--- src/rtl/wb_master_arbiter.sv ---
`default_nettype none
// +--------------------------------------------------------------------------+
// | wb_master_arbiter: two-master Wishbone arbiter, round-robin with bus lock |
// | Optional stalled-slave timeout enabled by WB_ARB_TIMEOUT_EN. Rev 1.0      |
// +--------------------------------------------------------------------------+
module wb_master_arbiter #(
  parameter int unsigned TIMEOUT_CYCLES = 255
) (
  input  logic        clk,
  input  logic        rst_n,
  input  logic        m0_cyc,
  input  logic        m0_stb,
  input  logic        m0_we,
  input  logic [13:0] m0_adr,
  input  logic [31:0] m0_dat_o,
  input  logic [3:0]  m0_sel,
  output logic        m0_ack,
  input  logic        m1_cyc,
  input  logic        m1_stb,
  input  logic        m1_we,
  input  logic [13:0] m1_adr,
  input  logic [31:0] m1_dat_o,
  input  logic [3:0]  m1_sel,
  output logic        m1_ack,
  output logic [31:0] m_dat_i,
  output logic        s_cyc,
  output logic        s_stb,
  output logic        s_we,
  output logic [13:0] s_adr,
  output logic [31:0] s_dat_mosi,
  output logic [3:0]  s_sel,
  input  logic        s_ack,
  input  logic [31:0] s_dat_miso,
  output logic [1:0]  grant,
  output logic        timeout
);

  typedef enum logic [1:0] {
    IDLE = 2'd0,
    OWN0 = 2'd1,
    OWN1 = 2'd2
  } state_t;

  state_t      state_q, state_d;
  logic [1:0]  grant_q, grant_d;
  logic        last_q, last_d;   // 1: m1 was granted last
  logic        owned;
  logic        sel_cyc, sel_stb, sel_we;
  logic [3:0]  sel_sel;
  logic        fire;

  // last_q tracks the current owner while owning, so one mux serves both cases
  assign owned   = (state_q != IDLE);
  assign sel_cyc = last_q ? m1_cyc : m0_cyc;
  assign sel_stb = last_q ? m1_stb : m0_stb;
  assign sel_we  = last_q ? m1_we  : m0_we;
  assign sel_sel = last_q ? m1_sel : m0_sel;

`ifdef WB_ARB_TIMEOUT_EN
  logic [7:0] cnt_q, cnt_d;
  logic       timeout_q;

  assign fire = owned & sel_stb & ~s_ack & (cnt_q == TIMEOUT_CYCLES[7:0]);

  always_comb begin
    cnt_d = 8'd0;
    if (owned && state_d == state_q && sel_stb && !s_ack && !fire)
      cnt_d = cnt_q + 8'd1;
  end

  always_ff @(posedge clk or negedge rst_n) begin
    if (!rst_n) begin
      cnt_q     <= 8'd0;
      timeout_q <= 1'b0;
    end else begin
      cnt_q     <= cnt_d;
      timeout_q <= timeout_q | fire;
    end
  end

  assign timeout = timeout_q;
`else
  logic [7:0] unused_timeout_cfg;
  assign unused_timeout_cfg = TIMEOUT_CYCLES[7:0];
  assign fire    = 1'b0;
  assign timeout = 1'b0;
`endif

  always_comb begin
    state_d = state_q;
    grant_d = grant_q;
    last_d  = last_q;
    case (state_q)
      IDLE: begin
        if (m0_cyc && (!m1_cyc || last_q)) begin
          state_d = OWN0;
          grant_d = 2'b01;
          last_d  = 1'b0;
        end else if (m1_cyc) begin
          state_d = OWN1;
          grant_d = 2'b10;
          last_d  = 1'b1;
        end
      end
      OWN0: if (!m0_cyc) begin
        state_d = IDLE;
        grant_d = 2'b00;
      end
      OWN1: if (!m1_cyc) begin
        state_d = IDLE;
        grant_d = 2'b00;
      end
      default: begin
        state_d = IDLE;
        grant_d = 2'b00;
      end
    endcase
  end

  always_ff @(posedge clk or negedge rst_n) begin
    if (!rst_n) begin
      state_q <= IDLE;
      grant_q <= 2'b00;
      last_q  <= 1'b1;
    end else begin
      state_q <= state_d;
      grant_q <= grant_d;
      last_q  <= last_d;
    end
  end

  assign grant      = grant_q;
  assign s_cyc      = owned & sel_cyc;
  assign s_stb      = owned & sel_stb & ~fire;
  assign s_we       = owned & sel_we;
  assign s_sel      = owned ? sel_sel : 4'd0;
  assign s_adr      = last_q ? m1_adr   : m0_adr;
  assign s_dat_mosi = last_q ? m1_dat_o : m0_dat_o;
  assign m0_ack     = (state_q == OWN0) & ((s_ack & s_stb) | fire);
  assign m1_ack     = (state_q == OWN1) & ((s_ack & s_stb) | fire);
  assign m_dat_i    = fire ? 32'hFFFF_FFFF : s_dat_miso;

endmodule
`default_nettype wire

--- config.mk ---
export PLATFORM = sky130hd
export DESIGN_NAME = wb_master_arbiter
export DESIGN_NICKNAME = d
export VERILOG_FILES = /design/src/rtl/wb_master_arbiter.sv
export SDC_FILE = /design/constraint.sdc
export NUM_CORES = 1
export LEC_CHECK = 0
export BUFFER_PORTS_ARGS = -buffer_cell sky130_fd_sc_hd__buf_2
export CAP_MARGIN = 10
export CORE_AREA = 4 4 86 88
export CTS_CLUSTER_DIAMETER = 100
export DETAILED_ROUTE_END_ITERATION = 12
export DIE_AREA = 0 0 90 92
export PLACE_DENSITY = 0.73
export REMOVE_ABC_BUFFERS = 1
export SLEW_MARGIN = 20
export SYNTH_ARGS = -nofsm -noshare
export SYNTH_HDL_FRONTEND = slang
export SYNTH_SLANG_ARGS = --single-unit
export TNS_END_PERCENT = 1
--- constraint.sdc ---
create_clock -name clk -period 2.8 [get_ports clk]
set_input_delay 0.42 -clock clk [delete_from_list [all_inputs] [get_ports clk]]
set_output_delay 0.42 -clock clk [all_outputs]
set_load 0.02 [all_outputs]
After elaboration in Yosys (flattened, before gate mapping):

Index checks and enable logic that the tools add are counted.

* output and inout bits: 90
* bits in latches: 0
* memories: 0
* logic and storage cells: 35
* bits in registers: 3
* RAM bits: 0
* input port bits: 141
* memory bits (read-only): 0

* $mul: 0
* shift-type cells: 0
* add/subtract/negate cells: 0
* divide/modulo/power cells: 0
* $lt $le $gt $ge: 0
* muxes and demuxes: 14
* reduce and logical (&&, ||, !) cells: 8
* bitwise operators: 6
* eq/ne operators: 5

Operators by type and width (count)
* $mux 32: 1
* $mux 14: 1
* $mux 2: 4
* $mux 4: 2
* $and 1x1->1: 6
* $pmux 2 s3: 1
* $mux 1: 5
* $ne 2x2->1 const B: 2
* $reduce_bool 2->1: 2
* $ne 3x3->1 const B: 1
* $reduce_and 3->1: 1
* $eq 2x1->1 const B: 1
* $eq 2x2->1 const B: 1
* $logic_not 2->1: 1
* $reduce_and 2->1: 1
* $logic_and 1x1->1: 1
* $logic_not 1->1: 1
* $logic_or 1x1->1: 1

Longest topological paths before layout:

Gate-level depths: netlist (run 1).

* word-level depth: 5
* mapped depth: 4
* gate-level depth less buffers: 2

Worst setup path after synthesis (run 1):

No wires, ideal clock.

* path kind: register to output
* from: register last_q
* to: output m0_ack
* path buffers: 0
* stages on the path, launching flop included: 3
* setup slack: 1.021 ns
* arrival: 1.359 ns
* data required time: 2.380 ns
* path through: dfstp_2 mux2i_1 nor4bb_1

* longest elaborated chain between the ends: 4

Ends and longest elaborated chain
* start, declared: RTL line 46 `logic last_q, last_d;`
* start signal, assigned: RTL line 128 `last_q <= last_d;`
* $mux 1: RTL line 55 `assign sel_stb = last_q ? m1_stb : m0_stb;`
* $and 1x1->1: RTL line 134 `assign s_stb = owned & sel_stb & ~fire;`
* $and 1x1->1 (2 in series): RTL line 139 `assign m0_ack = (state_q == OWN0) & ((s_ack & s_stb) | fire);`
* end, declared: RTL line 17 `output logic m0_ack,`

Every way passes these cells.

Final worst setup path (run 1):

* from: register last_q
* to: output m1_ack

* longest elaborated chain between the ends: 4

Ends and longest elaborated chain
* $mux 1: RTL line 55
* $and 1x1->1: RTL line 134
* $and 1x1->1 (2 in series): RTL line 140 `assign m1_ack = (state_q == OWN1) & ((s_ack & s_stb) | fire);`
* end, declared: RTL line 24 `output logic m1_ack,`

Every way passes these cells.

==> flow_metrics.py, run 1 <==
metrics = {
    "run_status": {
        "status": "finished clean",
    },
    "sta": {
        "slew_violations": 0,
        "final.setup.tns_ns": 0,
        "final-setup-viol-count": 0,
        "worstMarginPinSlew_ns": 0.515,
        "hold_viol_final": 0,
        "min_period_ns": 2.21,
        "finClkSkew_ns": 0.00156,
        "relSlewSlack_pct": 65.6,
        "finalCritPeriodShare_pct": 78.8,
        "rsz0062_at_grt": "no",
        "fmax_ghz": 0.453,
    },
    "route": {
        "wl_per_cell_microns": 21.1,
        "wirelength_mm": 6.88,
        "vias_per_cell": 4.17,
        "drtIter0Drc": 13,
        "via_count": 1361,
        "ant_nets": 0,
        "drc": 0,
        "first_pass_iters": 4,
    },
    "placement": {
        "numPortBuffers": 165,
        "gp_congestion": 0.745,
        "dp_hpwl_mm": 6.43,
    },
    "hold_path": {
        "hp-class": "in -> reg",
        "whs_path_depth": 3,
        "hold_path_end": "grant[1]$_DFFE_PN0P_",
        "hp-start": "m1_cyc",
    },
    "synth": {
        "yosysTopAreaCellShare_pct": 38.5,
        "synth_top_flop_cell": "dfrtp_1",
        "yosysWarnings": 0,
        "synth.distinct_cells": 18,
        "yosys.area.top_type": "mux2_4",
        "synth_edf_count": 0,
        "syn_inst": 113,
        "syn_area_sq_mm": 0.00121,
        "synth-seq-cells": 3,
        "yosys.cell_count.top_type": "buf_4",
        "synthTopCellsByArea": "mux2_4 (39%), buf_4 (21%), mux2_2 (14%)",
        "synth_commonest_cells": "buf_4 (33), mux2_4 (31), mux2_2 (15)",
        "ys_seq_area_share_pct": 6.32,
        "ys_async_sr_fraction_pct": 100,
        "syn-mean-instance-area_sq_um": 10.7,
    },
    "pwr": {
        "leakage_uw": 0.00112,
        "vdd_drop_max_mv": 0.368,
        "powerDensity_mw_per_mm2": 793,
    },
    "worst_setup_path": {
        "cp.arrival_ns": 1.79,
        "r2r-start": "last_q$_DFFE_PN1P_",
        "r2r-end": "last_q$_DFFE_PN1P_",
        "crit_fanout": 22,
        "max_stage_delay_ns": 0.51,
        "required_ns": 2.38,
        "path_cells": "buf_4 -> mux2i_1 -> nor4bb_1 -> buf_2",
        "critPathKind": "reg -> out",
        "cp-start-kind": "register",
        "slowest_stage": "dfstp_2",
        "crit_path_start": "last_q$_DFFE_PN1P_",
        "ff2ff_path_depth": 3,
        "cp-end-kind": "output port",
        "r2r_slack_ns": 1.50,
    },
    "die": {
        "rows": 30,
        "start_util_pct": 18.2,
        "io_pins": 231,
        "die_h_microns": 92,
        "fp.dieW_microns": 90,
        "dieArea_sq_mm": 0.00828,
        "core_sq_mm": 0.00664,
    },
    "clock_network": {
        "tritoncts": "done",
        "clockBufferDepth": 2,
        "path_clk_slew_ns": 0.03,
        "clk_latency_ns": 0.21,
        "cts-buffers-inserted": 3,
        "root_buffer": "clkbuf_8",
        "cts-resized-gates": 0,
        "h-tree-depth": 1,
        "cts_sinks": 3,
    },
    "global_route": {
        "grt_overflow_total": 0,
        "antenna_found_initial": 0,
        "grt_pass1_wl_mm": 9.23,
        "grt_pass1_vias": 1467,
        "grt_max_degree": 36,
        "track_usage_pct": 15.3,
    },
    "cells_and_area": {
        "fin_nets": 388,
        "syn_to_final_growth_pct": 55.6,
        "drive_gt1_share_pct": 88.2,
        "fillCellCount": 714,
        "diodes": 0,
        "fin_util_pct": 28.3,
    },
    "run": {
        "max_cap_violations": 0,
    },
}
## where the power goes
group          total, uW  switching [uW]  internal (uW)
Clock                125            27.9           97.1
Combinational       1290             688            606
Sequential          73.0            11.7           61.4
Total               1490             727            764
## cells in the final DEF (no fill, tap or decap), drive strengths merged
cell type / count
nor2: 8
a22o: 1
dfstp: 1
buf: 167
conb: 1
mux2: 46
mux2i: 7
nand2b: 1
clkbuf: 4
a21oi: 1
o21a: 1
dfrtp: 2
nor2b: 2
or3b: 1
dlygate4sd3: 1
nor4bb: 2
## logic make-up after synthesis
group / synth area share, %
flip-flops: 6.32
AO/OA/AOI/OAI: 1.76
other: 0.311
buffers and inverters: 26.8
AND/OR/NAND/NOR: 6.43
multiplexers: 58.3
## state kept, by name, summed over array words and instances (netlist names)
| signal | flops |
|---|---|
| last_q | 1 |
| grant | 2 |
## routing by layer
layer	GRT usage [%]	part of all wire [%]	vias to the layer above
li1	-	-	628
met1	12.9	29	595
met2	24.8	46	130
met3	14.6	21	6
met4	4.85	2.2	2
met5	6.41	0.93	-
## how the worst max path moves through the flow
| stage | cells after the start | slack (ns) | end |
|---|---|---|---|
| after CTS | 4 | 0.59 | m1_ack |
| after detailed placement | 4 | 0.84 | m1_ack |
| after global routing | 4 | 0.53 | m1_ack |
| final | 4 | 0.59 | m1_ack |
| after floorplan | 2 | 0.003 | m0_ack |
| after global placement | 3 | 0.88 | s_dat_mosi[30] |
## layout make-up
| class | count | area [sq um] | share of cell area, % |
|---|---|---|---|
| well taps | 80 | 100 | 5.33 |
| multi-input cells | 71 | 807 | 42.9 |
| flip-flops and latches | 3 | 76.3 | 4.06 |
| clock buffers | 4 | 45.0 | 2.40 |
| repair buffers | 168 | 851 | 45.3 |
## stage by stage
step | instances | total power (uW) | hold WS (ns) | setup slack [ns] | instance area, sq um
3_3_place_gp | 321 | 1370 | 0.215 | 0.877 | 1820
3_5_place_dp | 321 | 1380 | 0.216 | 0.840 | 1820
4_1_cts | 326 | 1510 | 0.514 | 0.592 | 1880
6_report | 326 | 1490 | 0.507 | 0.593 | 1880
5_1_grt | 326 | 1590 | 0.525 | 0.530 | 1880
2_1_floorplan | 74 | 1010 | 0.124 | 0.00259 | 883
## repair_timing
action	CTS	global route
endpoints found under the hold margin	2	0
hold buffers	1	0
setup buffers	0	0
## critical path, delay by kind of cell (launching register included)
kind | cells | cell delay [ns]
flip-flops | 1 | 0.51
multiplexers | 1 | 0.17
buffers and inverters | 2 | 0.57
AND/OR/NAND/NOR | 1 | 0.31
Power figures use the tool's default switching activity.
==> run 2: changes to the inputs <==
--- a/config.mk
+++ b/config.mk
@@ -7,11 +7,11 @@
 export LEC_CHECK = 0
 export BUFFER_PORTS_ARGS = -buffer_cell sky130_fd_sc_hd__buf_2
 export CAP_MARGIN = 10
-export CORE_AREA = 4 4 86 88
+export CORE_AREA = 4 4 87 89
 export CTS_CLUSTER_DIAMETER = 100
 export DETAILED_ROUTE_END_ITERATION = 12
-export DIE_AREA = 0 0 90 92
-export PLACE_DENSITY = 0.73
+export DIE_AREA = 0 0 91 93
+export PLACE_DENSITY = 0.72
 export REMOVE_ABC_BUFFERS = 1
 export SLEW_MARGIN = 20
 export SYNTH_ARGS = -nofsm -noshare
==> constraint.sdc (replaced) <==
create_clock -name clk -period 2.1 [get_ports clk]
set_input_delay 0.315 -clock clk [delete_from_list [all_inputs] [get_ports clk]]
set_output_delay 0.315 -clock clk [all_outputs]
set_load 0.02 [all_outputs]
==> run 2 against run 1 <==
  * Non-clock buffer count unchanged
  * Global-route usage down 0.49 points
  * Hold slack worse by 0.11 ns
  * Cell count unchanged
  * Wire length decreased by 2.2%
  * Sequential share of layout area is essentially flat
  * Total power up 37%
  * Design area rose by 0.67%
  * First-iteration DRC count is 150% higher
  * Utilization down 0.29 points
  * Critical path type unchanged
==> flow_metrics.py, run 2 (synthesis results as in run 1) <==
metrics = {
    "run_status": {
        "status": "finished clean",
    },
    "cells_and_area": {
        "stdcell_area_sq_mm": 0.00189,
        "fin_util_pct": 28.0,
        "syn_to_final_growth_pct": 56.7,
        "diodes": 0,
        "mostFrequentLayoutCell": "buf_2",
        "fillCellCount": 744,
        "final_cell_mix": "buf_2 (165), mux2_4 (31), mux2_2 (15)",
        "fin_nets": 388,
        "largest_reg_flops": 2,
        "drive_gt1_share_pct": 88.2,
    },
    "clock_network": {
        "h-tree-depth": 1,
        "cts-resized-gates": 0,
        "clockBufferDepth": 2,
        "clk_latency_ns": 0.21,
        "tritoncts": "done",
        "cts_setup_buffers": 0,
        "cts_sinks": 3,
        "path_clk_slew_ns": 0.03,
        "root_buffer": "clkbuf_8",
        "cts-buffers-inserted": 3,
    },
    "die": {
        "io_pins": 231,
        "core_sq_mm": 0.00676,
        "die_h_microns": 93,
        "fp.dieW_microns": 91,
        "rows": 30,
        "start_util_pct": 17.9,
        "dieArea_sq_mm": 0.00846,
    },
    "placement": {
        "placed_area_sq_mm": 0.00184,
        "gp_congestion": 0.733,
        "numPortBuffers": 165,
    },
    "pwr": {
        "comb_power_share_pct": 86.9,
        "vdd_drop_max_mv": 0.437,
        "clkPwrFrac_pct": 8.0,
        "power.switching_uw": 1000,
        "p_int_uw": 1040,
        "p_sw_share_pct": 49.0,
        "powerDensity_mw_per_mm2": 1080,
        "leakage_uw": 0.00112,
        "seqPwrFrac_pct": 5.0,
        "total_power_uw": 2050,
    },
    "hold_path": {
        "hp-class": "in -> reg",
        "hp-start": "m1_cyc",
        "whs_path_depth": 3,
        "hold_path_end": "grant[1]$_DFFE_PN0P_",
    },
    "worst_setup_path": {
        "ff2ff_path_depth": 3,
        "cp.arrival_ns": 1.65,
        "r2r-end": "last_q$_DFFE_PN1P_",
        "required_ns": 1.78,
        "path_cells": "buf_4 -> mux2i_1 -> nor4bb_1 -> buf_2",
        "cp-start-kind": "register",
        "r2r_slack_ns": 0.96,
        "crit_family": "flip-flops",
        "crit_fanout": 18,
        "path_depth": 4,
        "r2r-start": "last_q$_DFFE_PN1P_",
        "critPathKind": "reg -> out",
        "cp-end-kind": "output port",
        "critical_path_buf_inv_count": 2,
        "max_stage_delay_ns": 0.54,
        "slowest_stage": "dfstp_2",
    },
    "global_route": {
        "grt_overflow_total": 0,
        "antenna_found_initial": 0,
        "grt_pass1_wl_mm": 9.23,
        "track_usage_pct": 14.8,
        "grt_max_degree": 40,
        "grt_pass1_vias": 1424,
    },
    "sta": {
        "fmax_ghz": 0.510,
        "final.setup.tns_ns": 0,
        "min_period_ns": 1.96,
        "finalCritPeriodShare_pct": 93.4,
        "worstMarginPinSlew_ns": 0.518,
        "slew_violations": 0,
        "final-setup-viol-count": 0,
        "rsz0062_at_grt": "no",
        "relSlewSlack_pct": 65.4,
        "hold_viol_final": 0,
        "finClkSkew_ns": 0.00281,
    },
    "route": {
        "ant_nets": 0,
        "drc": 0,
        "met3_length_mm": 1.64,
        "via_count": 1334,
        "vias_per_cell": 4.09,
        "wl_met1_mm": 1.75,
        "wl_per_cell_microns": 20.6,
        "top_layer": "met5",
        "drtIter0Drc": 32,
        "first_pass_iters": 4,
        "met2_length_mm": 3.15,
        "wirelength_mm": 6.72,
    },
    "run": {
        "max_cap_violations": 0,
    },
}
[run 2: tightest hold or removal path: stages]
cell      delay, ns
buf_2          0.12
nand2b_1       0.09
a21oi_1        0.04
[run 2: worst max-delay path by stage]
| stage | to | startpoint | slack, ns |
|---|---|---|---|
| after floorplan | m0_ack | last_q$_DFFE_PN1P_ | -0.59 |
| after global placement | m0_ack | last_q$_DFFE_PN1P_ | 0.37 |
| after detailed placement | m1_ack | last_q$_DFFE_PN1P_ | 0.33 |
| after CTS | m1_ack | last_q$_DFFE_PN1P_ | 0.11 |
| after global routing | m1_ack | last_q$_DFFE_PN1P_ | 0.04 |
| final | m1_ack | last_q$_DFFE_PN1P_ | 0.14 |
[run 2: metrics by stage]
| step | cells | setup slack [ns] | hold WS [ns] |
|---|---|---|---|
| floorplan | 74 | -0.592 | 0.0194 |
| global placement | 321 | 0.369 | 0.108 |
| detailed placement | 321 | 0.331 | 0.111 |
| CTS | 326 | 0.109 | 0.396 |
| global route | 326 | 0.0398 | 0.430 |
| finish | 326 | 0.138 | 0.401 |
[run 2: layer usage]
layer / vias up / track usage (%)
li1: 626 / -
met1: 567 / 11.5
met2: 131 / 24.5
met3: 8 / 15.9
met4: 2 / 3.39
met5: - / 6.41
[run 2: repair_timing]
action / CTS / global route
endpoints found under the setup margin: 0 / 0
hold buffers: 1 / 0
endpoints found under the hold margin: 2 / 0
[run 2: area by class of cell]
cell class,instances,area [sq um],share of cell area [%]
multi-input combinational,71,807,42.7
sequential,3,76.3,4.03
tap,80,100,5.29
clock buffer,4,45.0,2.38
timing repair buffer,168,863,45.6
[run 2: power by group through the flow]
stage                     combinational, uW  sequential (uW)  clock (uW)
after floorplan                        1050              298           0
after CTS                              1810              103         168
after global placement                 1780              102           0
after detailed placement               1800              103           0
final                                  1780              103         164
after global routing                   1900              106         180
==> run 3: changes to the inputs <==
--- a/config.mk
+++ b/config.mk
@@ -5,13 +5,14 @@
 export SDC_FILE = /design/constraint.sdc
 export NUM_CORES = 1
 export LEC_CHECK = 0
+export ABC_AREA = 1
 export BUFFER_PORTS_ARGS = -buffer_cell sky130_fd_sc_hd__buf_2
 export CAP_MARGIN = 10
 export CORE_AREA = 4 4 87 89
 export CTS_CLUSTER_DIAMETER = 100
 export DETAILED_ROUTE_END_ITERATION = 12
 export DIE_AREA = 0 0 91 93
-export PLACE_DENSITY = 0.72
+export PLACE_DENSITY = 0.7
 export REMOVE_ABC_BUFFERS = 1
 export SLEW_MARGIN = 20
 export SYNTH_ARGS = -nofsm -noshare
==> run 3 against run 2 <==
  * Clock-buffer cell count is the same
  * Utilization shrank 1.6 points
  * Synthesized cell count grew 100%
  * First-iteration DRC count grew 16%
  * Synthesized area shrank 8.1%
  * Hold slack lost 0.032 ns
  * Worst setup slack gained 0.062 ns
  * Via count grew 33%
  * Cell count grew 34%
  * Critical path type unchanged
  * Largest power group unchanged
  * Highest routed layer unchanged
==> flow_metrics.py, run 3 <==
metrics = {
    "run_status": {
        "status": "finished clean",
    },
    "route": {
        "wl_per_cell_microns": 16.7,
        "wirelength_mm": 7.28,
        "vias_per_cell": 4.05,
        "via_count": 1769,
        "ant_nets": 0,
        "first_pass_iters": 4,
        "drc": 0,
        "drtIter0Drc": 37,
    },
    "synth": {
        "yosys.cell_count.top_type": "nand2_1",
        "yosys.area.top_type": "nand2_1",
        "syn_inst": 227,
        "ys_async_sr_fraction_pct": 100,
        "synth_commonest_cells": "nand2_1 (157), buf_4 (34), a21oi_1 (7)",
        "synth_edf_count": 0,
        "synth_top_flop_cell": "dfrtp_1",
        "yosysTopAreaCellShare_pct": 53.1,
        "yosysWarnings": 0,
        "synth.distinct_cells": 15,
        "syn_area_sq_mm": 0.00111,
        "ys_seq_area_share_pct": 6.88,
        "synth-seq-cells": 3,
        "synthTopCellsByArea": "nand2_1 (53%), buf_4 (23%), buf_6 (5.1%)",
        "syn-mean-instance-area_sq_um": 4.89,
    },
    "worst_setup_path": {
        "crit_top_cell": "nand2_1",
        "required_ns": 1.78,
        "crit_fanout": 27,
        "r2r-start": "last_q$_DFFE_PN1P_",
        "ff2ff_path_depth": 4,
        "cp-start-kind": "register",
        "slowest_stage": "dfstp_2",
        "cp-end-kind": "output port",
        "r2r_slack_ns": 0.89,
        "max_stage_delay_ns": 0.53,
        "cp.arrival_ns": 1.59,
        "critPathKind": "reg -> out",
        "path_cells": "buf_4 -> nand2_1 -> nand2_1 -> nand3_1 -> nor2_1 -> buf_2",
        "r2r-end": "grant[1]$_DFFE_PN0P_",
    },
    "hold_path": {
        "whs_path_depth": 3,
        "hp-class": "in -> reg",
        "hp-start": "m1_cyc",
        "hold_path_end": "last_q$_DFFE_PN1P_",
    },
    "sta": {
        "min_period_ns": 1.90,
        "hold_viol_final": 0,
        "slew_violations": 0,
        "final.setup.tns_ns": 0,
        "fmax_ghz": 0.526,
        "finClkSkew_ns": 0.00263,
        "final-setup-viol-count": 0,
        "rsz0062_at_grt": "no",
        "finalCritPeriodShare_pct": 90.5,
    },
    "placement": {
        "dp_hpwl_mm": 6.37,
        "numPortBuffers": 165,
        "gp_congestion": 0.780,
        "placed_area_sq_mm": 0.00173,
    },
    "pwr": {
        "total_power_uw": 2360,
        "powerDensity_mw_per_mm2": 1320,
        "vdd_drop_max_mv": 0.452,
        "leakage_uw": 0.00125,
    },
    "die": {
        "core_sq_mm": 0.00676,
        "io_pins": 231,
        "die_h_microns": 93,
        "dieArea_sq_mm": 0.00846,
        "start_util_pct": 16.4,
        "fp.dieW_microns": 91,
        "rows": 30,
    },
    "global_route": {
        "grt_overflow_total": 0,
        "track_usage_pct": 15.9,
        "grt_max_degree": 33,
        "grt_pass1_wl_mm": 9.90,
        "grt_pass1_vias": 1689,
        "antenna_found_initial": 0,
    },
    "clock_network": {
        "cts_sinks": 3,
        "root_buffer": "clkbuf_8",
        "path_clk_slew_ns": 0.03,
        "clockBufferDepth": 2,
        "cts-buffers-inserted": 3,
        "clk_latency_ns": 0.22,
        "holdBufCountCts": 1,
        "tritoncts": "done",
        "h-tree-depth": 1,
        "cts_setup_buffers": 0,
        "cts-resized-gates": 0,
    },
    "cells_and_area": {
        "drive_gt1_share_pct": 49.0,
        "fin_util_pct": 26.4,
        "mostFrequentLayoutCell": "buf_2",
        "stdcell_area_sq_mm": 0.00178,
        "largest_reg_flops": 2,
        "fin_nets": 499,
        "diodes": 0,
        "final_cell_mix": "buf_2 (165), nand2_1 (157), a21oi_1 (7)",
        "fillCellCount": 763,
        "syn_to_final_growth_pct": 60.8,
    },
    "run": {
        "max_cap_violations": 0,
    },
}
[run 3: how the worst max path moves through the flow]
stage	startpoint	end	slack, ns	cells past startpoint
after floorplan	last_q$_DFFE_PN1P_	m0_ack	-0.01	5
after global placement	last_q$_DFFE_PN1P_	m1_ack	0.45	6
final	last_q$_DFFE_PN1P_	m0_ack	0.20	6
after detailed placement	last_q$_DFFE_PN1P_	m0_ack	0.44	6
after CTS	last_q$_DFFE_PN1P_	m0_ack	0.21	6
after global routing	last_q$_DFFE_PN1P_	m1_ack	0.11	6
[run 3: cell type report]
| type | count | area [sq um] | share of cell area (%) |
|---|---|---|---|
| tap | 80 | 100 | 5.61 |
| inverter | 4 | 15.0 | 0.842 |
| sequential | 3 | 76.3 | 4.28 |
| timing repair buffer | 170 | 866 | 48.5 |
| clock buffer | 4 | 45.0 | 2.52 |
| multi-input combinational | 176 | 682 | 38.2 |
[run 3: cells by family after synthesis]
| family | share of synthesized area (%) |
|---|---|
| and+or+nand+nor | 55.7 |
| buffers and inverters | 31.7 |
| AOI/OAI and AO/OA | 5.41 |
| DFF | 6.88 |
| other | 0.338 |
[run 3: power by group]
part	switching, uW	internal [uW]	leakage, uW	total [uW]
combinational	1420	641	0.00119	2060
clock	43.9	130	0.0000228	174
sequential	31.5	93.3	0.0000360	125
total	1500	864	0.00125	2360
[run 3: through the flow]
step                      worst slack (ns)  std cells  hold WS [ns]
final                                0.200        437         0.369
after global routing                 0.112        437         0.409
after CTS                            0.208        437         0.360
after detailed placement             0.440        432         0.115
after global placement               0.452        432         0.111
after floorplan                    -0.0146        183        0.0194
[run 3: routing by layer]
layer | vias to the layer above | global-route usage (%) | wire [microns]
met2 | 152 | 23.5 | 2860
met1 | 703 | 18.4 | 2910
met4 | 2 | 1.51 | 29
met5 | - | 7.05 | 68
li1 | 906 | - | -
met3 | 6 | 12.1 | 1410
[run 3: critical path: cells and delay by family (launching register included)]
family / cells / cell delay (ns)
buffers and inverters: 2 / 0.45
DFF: 1 / 0.53
and+or+nand+nor: 4 / 0.39
